==> src/rtl/pack_seq.sv <==
// pack_seq: frame sequencer in front of the byte transmitter.
// Emits SYNC0 SYNC1 frame_cnt len_hi len_lo, fires the sample loader,
// forwards its byte stream and closes the frame with an 8-bit checksum.
// Optional CR/LF tail after the checksum: define PACK_SEQ_TAIL_EN.
module pack_seq #(
  parameter logic [7:0]  SYNC0   = 8'hEB,
  parameter logic [7:0]  SYNC1   = 8'h90,
  parameter logic [11:0] LEN_MAX = 12'd4000
) (
  input  logic        clk_sys,
  input  logic        rst_n,
  input  logic        trig_pack,
  input  logic [11:0] len_cfg,
  output logic [11:0] len_load,
  output logic        fire_load,
  input  logic        done_load,
  input  logic [7:0]  load_data,
  input  logic        load_vld,
  output logic [7:0]  pk_data,
  output logic        pk_vld,
  output logic        pk_sop,
  output logic        pk_eop,
  output logic        busy,
  output logic [7:0]  frame_cnt,
  output logic        err_ovr,
  output logic        err_len,
  output logic        err_cnt
);

  typedef enum logic [3:0] {
    IDLE, H0, H1, H2, H3, H4, FIRE, LOAD, SUM,
`ifdef PACK_SEQ_TAIL_EN
    T0, T1,
`endif
    DONE
  } state_t;

  state_t      state_q, state_d;
  logic [7:0]  csum_q;
  logic [15:0] pay_cnt_q;
  logic [15:0] pay_exp;

  logic        emit_vld, emit_sop, emit_eop;
  logic [7:0]  emit_data;
  logic        sum_en, pay_inc, accept, reject, overrun;

  assign pay_exp = {4'h0, len_load} * 16'd9;

  // State register
  always_ff @(posedge clk_sys or negedge rst_n) begin
    if (!rst_n) state_q <= IDLE;
    else        state_q <= state_d;
  end

  // Next-state decode plus the byte each state produces
  always_comb begin
    state_d   = state_q;
    emit_vld  = 1'b0;
    emit_sop  = 1'b0;
    emit_eop  = 1'b0;
    emit_data = '0;
    sum_en    = 1'b0;
    pay_inc   = 1'b0;
    accept    = 1'b0;
    reject    = 1'b0;
    fire_load = 1'b0;
    err_cnt   = 1'b0;
    busy      = (state_q != IDLE);
    overrun   = trig_pack && (state_q != IDLE);
    case (state_q)
      IDLE: begin
        if (trig_pack) begin
          if ((len_cfg != '0) && (len_cfg <= LEN_MAX)) begin
            accept  = 1'b1;
            state_d = H0;
          end else begin
            reject  = 1'b1;
          end
        end
      end
      H0: begin
        emit_vld  = 1'b1;
        emit_sop  = 1'b1;
        emit_data = SYNC0;
        state_d   = H1;
      end
      H1: begin
        emit_vld  = 1'b1;
        emit_data = SYNC1;
        state_d   = H2;
      end
      H2: begin
        emit_vld  = 1'b1;
        emit_data = frame_cnt;
        sum_en    = 1'b1;
        state_d   = H3;
      end
      H3: begin
        emit_vld  = 1'b1;
        emit_data = {4'h0, len_load[11:8]};
        sum_en    = 1'b1;
        state_d   = H4;
      end
      H4: begin
        emit_vld  = 1'b1;
        emit_data = len_load[7:0];
        sum_en    = 1'b1;
        state_d   = FIRE;
      end
      FIRE: begin
        fire_load = 1'b1;
        state_d   = LOAD;
      end
      LOAD: begin
        if (load_vld) begin
          emit_vld  = 1'b1;
          emit_data = load_data;
          sum_en    = 1'b1;
          pay_inc   = 1'b1;
        end
        if (done_load) state_d = SUM;
      end
      SUM: begin
        emit_vld  = 1'b1;
        emit_data = csum_q;
`ifdef PACK_SEQ_TAIL_EN
        state_d   = T0;
`else
        emit_eop  = 1'b1;
        state_d   = DONE;
`endif
      end
`ifdef PACK_SEQ_TAIL_EN
      T0: begin
        emit_vld  = 1'b1;
        emit_data = 8'h0D;
        state_d   = T1;
      end
      T1: begin
        emit_vld  = 1'b1;
        emit_eop  = 1'b1;
        emit_data = 8'h0A;
        state_d   = DONE;
      end
`endif
      DONE: begin
        err_cnt = (pay_cnt_q != pay_exp);
        state_d = IDLE;
      end
      default: state_d = IDLE;
    endcase
  end

  // Registered byte stream, error pulses, length latch, checksum and counters
  always_ff @(posedge clk_sys or negedge rst_n) begin
    if (!rst_n) begin
      pk_data   <= '0;
      pk_vld    <= 1'b0;
      pk_sop    <= 1'b0;
      pk_eop    <= 1'b0;
      err_ovr   <= 1'b0;
      err_len   <= 1'b0;
      len_load  <= '0;
      frame_cnt <= '0;
      csum_q    <= '0;
      pay_cnt_q <= '0;
    end else begin
      pk_data <= emit_data;
      pk_vld  <= emit_vld;
      pk_sop  <= emit_sop;
      pk_eop  <= emit_eop;
      err_ovr <= overrun;
      err_len <= reject;
      if (accept) begin
        len_load  <= len_cfg;
        csum_q    <= '0;
        pay_cnt_q <= '0;
      end else begin
        if (sum_en)  csum_q    <= csum_q + emit_data;
        if (pay_inc) pay_cnt_q <= pay_cnt_q + 16'd1;
      end
      if (state_q == DONE) frame_cnt <= frame_cnt + 8'd1;
    end
  end

endmodule

==> config.mk <==
export PLATFORM = sky130hd
export DESIGN_NAME = pack_seq
export DESIGN_NICKNAME = d
export VERILOG_FILES = /design/src/rtl/pack_seq.sv
export SDC_FILE = /design/constraint.sdc
export NUM_CORES = 1
export LEC_CHECK = 0
export ABC_AREA = 0
export ABC_CLOCK_PERIOD_IN_PS = 10300
export CAP_MARGIN = 20
export CORE_ASPECT_RATIO = 1.75
export CORE_MARGIN = 2
export CORE_UTILIZATION = 60
export CTS_BUF_LIST = sky130_fd_sc_hd__clkbuf_2 sky130_fd_sc_hd__clkbuf_4 sky130_fd_sc_hd__clkbuf_8
export CTS_CLUSTER_DIAMETER = 30
export DETAILED_ROUTE_END_ITERATION = 10
export PLACE_DENSITY = 0.88
export SYNTH_ARGS = -nofsm -noshare
export SYNTH_HDL_FRONTEND = slang
export SYNTH_SLANG_ARGS = --single-unit
==> constraint.sdc <==
create_clock -name clk_sys -period 10.3 [get_ports clk_sys]
set_clock_uncertainty 0.05 [all_clocks]
set_input_delay 3.09 -clock clk_sys [delete_from_list [all_inputs] [get_ports clk_sys]]
set_output_delay 3.09 -clock clk_sys [all_outputs]
set_load 0.02 [all_outputs]
==> results.yml <==
status:
  status: "finished clean"
cts:
  cts_buffer_depth: 2
  cts_sinks: 61
  cts_buffers: 9
  post_cts_resized: 0
  cts_tree: "done"
  h-tree-depth: 3
  clkLatencyLatePin_ps: 350
  cts-hold-fix-buffers: 0
  cts.clk_slew.worst_paths_ps: 60
  postCtsSetupBuffers: 0
  cts_root_buf: "clkbuf_8"
finish:
  final_util: 0.743
  mostFrequentLayoutCell: "dfrtp_1"
  instances_no_fill: 540
  synthToLayoutAreaGrowth_pct: 20.9
  final_cell_mix: "61 x dfrtp_1, 59 x clkdlybuf4s50_1, 46 x nor2_1"
  drive_above_1_share: 0.0717
  ff_latch_area_sq_um: 1530
  nNetsFinal: 509
  num-fill-cells: 449
  n_antenna_cell: 0
  multi_input_area_sq_um: 2110
logic_synthesis:
  synth_enable_flop_cells: 0
  synth_warnings: 0
  synth-seq-cells: 61
  syn_inst: 399
  ys_top_cells_by_area: "dfrtp_1 40%, ha_1 8.9%, xor2_1 6.2%, xnor2_1 5.3%, nor2_1 4.5%"
  synth_top_cell_area_share: 0.402
  synth_area_sq_um: 3800
  yosysTopAreaCell: "dfrtp_1"
  ys.flop_type: "dfrtp_1"
  avgSynthCellArea_sq_um: 9.51
  ys_seq_area_frac: 0.402
  async_flop_share: 1.00
  ys_types: 50
  syn_nets: 453
die:
  rows: 38
  start_util: 0.614
  design.die.area_sq_um: 7000
  coreArea_sq_um: 6180
  die_width_um: 64.1
  die_h_um: 109
  ios: 61
sta:
  rsz0062_at_grt: "no"
  fmax_mhz: 148
  whs_ps: 438
  period_minus_slack_ps: 6770
  post-route-period-util: 0.658
  tns_ps: 0
  hold_viol_final: 0
  slew_headroom: 0.484
  setup_viol: 0
  drv_slew: 0
  max_slew.worst_pin.slew_ps: 774
setup_path:
  crit_path_top_delay_cell: "clkdlybuf4s50_1"
  crit_arrival_ps: 3630
  cp.buffers_inverters: 1
  cp-end-kind: "output pin"
  path_class: "flop to output pin"
  reg2reg_from: "state_q[3]"
  reg2reg_depth: 12
  path_delay_family: "adder cells"
  r2r_slack_ps: 6610
  worstSetupEndpoint: "err_cnt"
  reg2reg_to: "csum_q[7]"
  cp-start-kind: "flop"
  path_common_cell: "ha_1"
  cp.required_ps: 7160
  crit_cells: 11
  cp_cell_sequence: "ha_1 > ha_1 > fa_1 > and3_1 > o21ai_0 > nand2_1 > o31ai_1 > xnor2_1 > nor4_1 > a31oi_1 > clkdlybuf4s50_1"
  worst_path_largest_cell_delay_ps: 550
  path_max_fanout: 5
  crit_start: "len_load[1]"
flow_run:
  maxCapViolations: 0
detailed_routing:
  remaining_drc_errors: 0
  ant_nets: 0
  drt-wirelength-per-cell_um: 17.6
  drtPass1Iterations: 4
  vias: 3256
  drt-initial-drc-count: 208
  routed_wl_um: 9490
  vias_per_cell: 6.03
power:
  p_sw_frac: 0.456
  ir_drop_mv: 0.175
  total_leakage_power_uw: 0.00208
  power.density_nw_per_um2: 328
  combPwrFrac: 0.588
  p_seq_frac: 0.284
  clock_power_share: 0.128
  internal-power_uw: 819
  p_sw_uw: 687
placed_design:
  dp_hpwl_um: 6980
  dpl.cell_count: 524
  gp_congestion: 0.960
  port_buffers: 60
global_route:
  grt-busiest-layer: "met2"
  antenna_found_initial: 0
  grtUsageMet2: 0.515
  met1_usage: 0.335
  grt-ovfl-total: 0
  grt_usage: 0.293
  grt_max_degree: 62
  grt_pass1_vias: 3247
  grt_pass1_wl_um: 15500
  use_met3: 0.0650
hold_path:
  min_path_type: "flop to flop"
  min_from: "csum_q[7]"
stage by stage:
stage	power [uW]	instance area (sq um)	setup WS, ps
3_5_place_dp	1300	4410	3980
5_1_grt	1620	4590	3360
4_1_cts	1500	4590	3570
3_3_place_gp	1260	4410	4070
6_report	1510	4590	3530
2_1_floorplan	1040	3800	4460
worst reg2reg max path: cells and delay by family, from the launching register on:
kind | cells | cell delay, ps
adder cells (fa/ha/maj) | 1 | 350
AND/OR/NAND/NOR | 2 | 650
AO/OA/AOI/OAI | 6 | 1250
multiplexers | 2 | 430
XOR/XNOR | 1 | 170
flip-flops | 1 | 710
metal layers:
metal  part of all wire  vias to the layer above
li1                   -                     1533
met3              0.053                       33
met1               0.38                     1560
met5                  0                        -
met2               0.53                      130
met4              0.037                        0
power groups by stage:
stage | Sequential, uW | Combinational [uW] | Clock, uW
3_3_place_gp | 423 | 839 | 0
4_1_cts | 425 | 878 | 199
6_report | 428 | 885 | 193
3_5_place_dp | 430 | 871 | 0
5_1_grt | 441 | 967 | 209
2_1_floorplan | 431 | 612 | 0
state kept, by name (all words and copies together), names as in the netlist:
signal     count
csum_q         8
err_len        1
err_ovr        1
frame_cnt      8
len_load      12
pay_cnt_q     16
pk_data        8
pk_eop         1
pk_sop         1
pk_vld         1
state_q        4
how the worst min path moves through the flow:
stage / to / depth (start not counted)
2_1_floorplan: csum_q[7] / 1
3_3_place_gp: csum_q[7] / 1
3_5_place_dp: csum_q[7] / 1
4_1_cts: csum_q[7] / 1
5_1_grt: csum_q[7] / 1
6_report: csum_q[7] / 1
cell families after synthesis:
group | after synthesis | synth area share
compound gates | 87 | 0.144
xor+xnor | 50 | 0.115
fa+ha+maj | 29 | 0.0995
buf+inv | 35 | 0.0425
flops | 61 | 0.402
mux | 14 | 0.0409
simple gates | 123 | 0.156
synthesized netlist by cell type (all sizes together) (10+ instances only):
cell / count
a21oi: 18
dfrtp: 61
ha: 27
inv: 19
mux2: 12
nand2: 27
nand4: 10
nor2: 46
o21ai: 24
o22ai: 12
xnor2: 23
xor2: 27
final cells by class:
class,instances,share of cell area
multi-input combinational,303,0.459
clock inverter,4,0.00491
sequential,61,0.333
inverter,19,0.0155
clock buffer,12,0.0346
timing repair buffer,61,0.131
tap,80,0.0218
No activity file was read; power rests on OpenSTA's default activity.
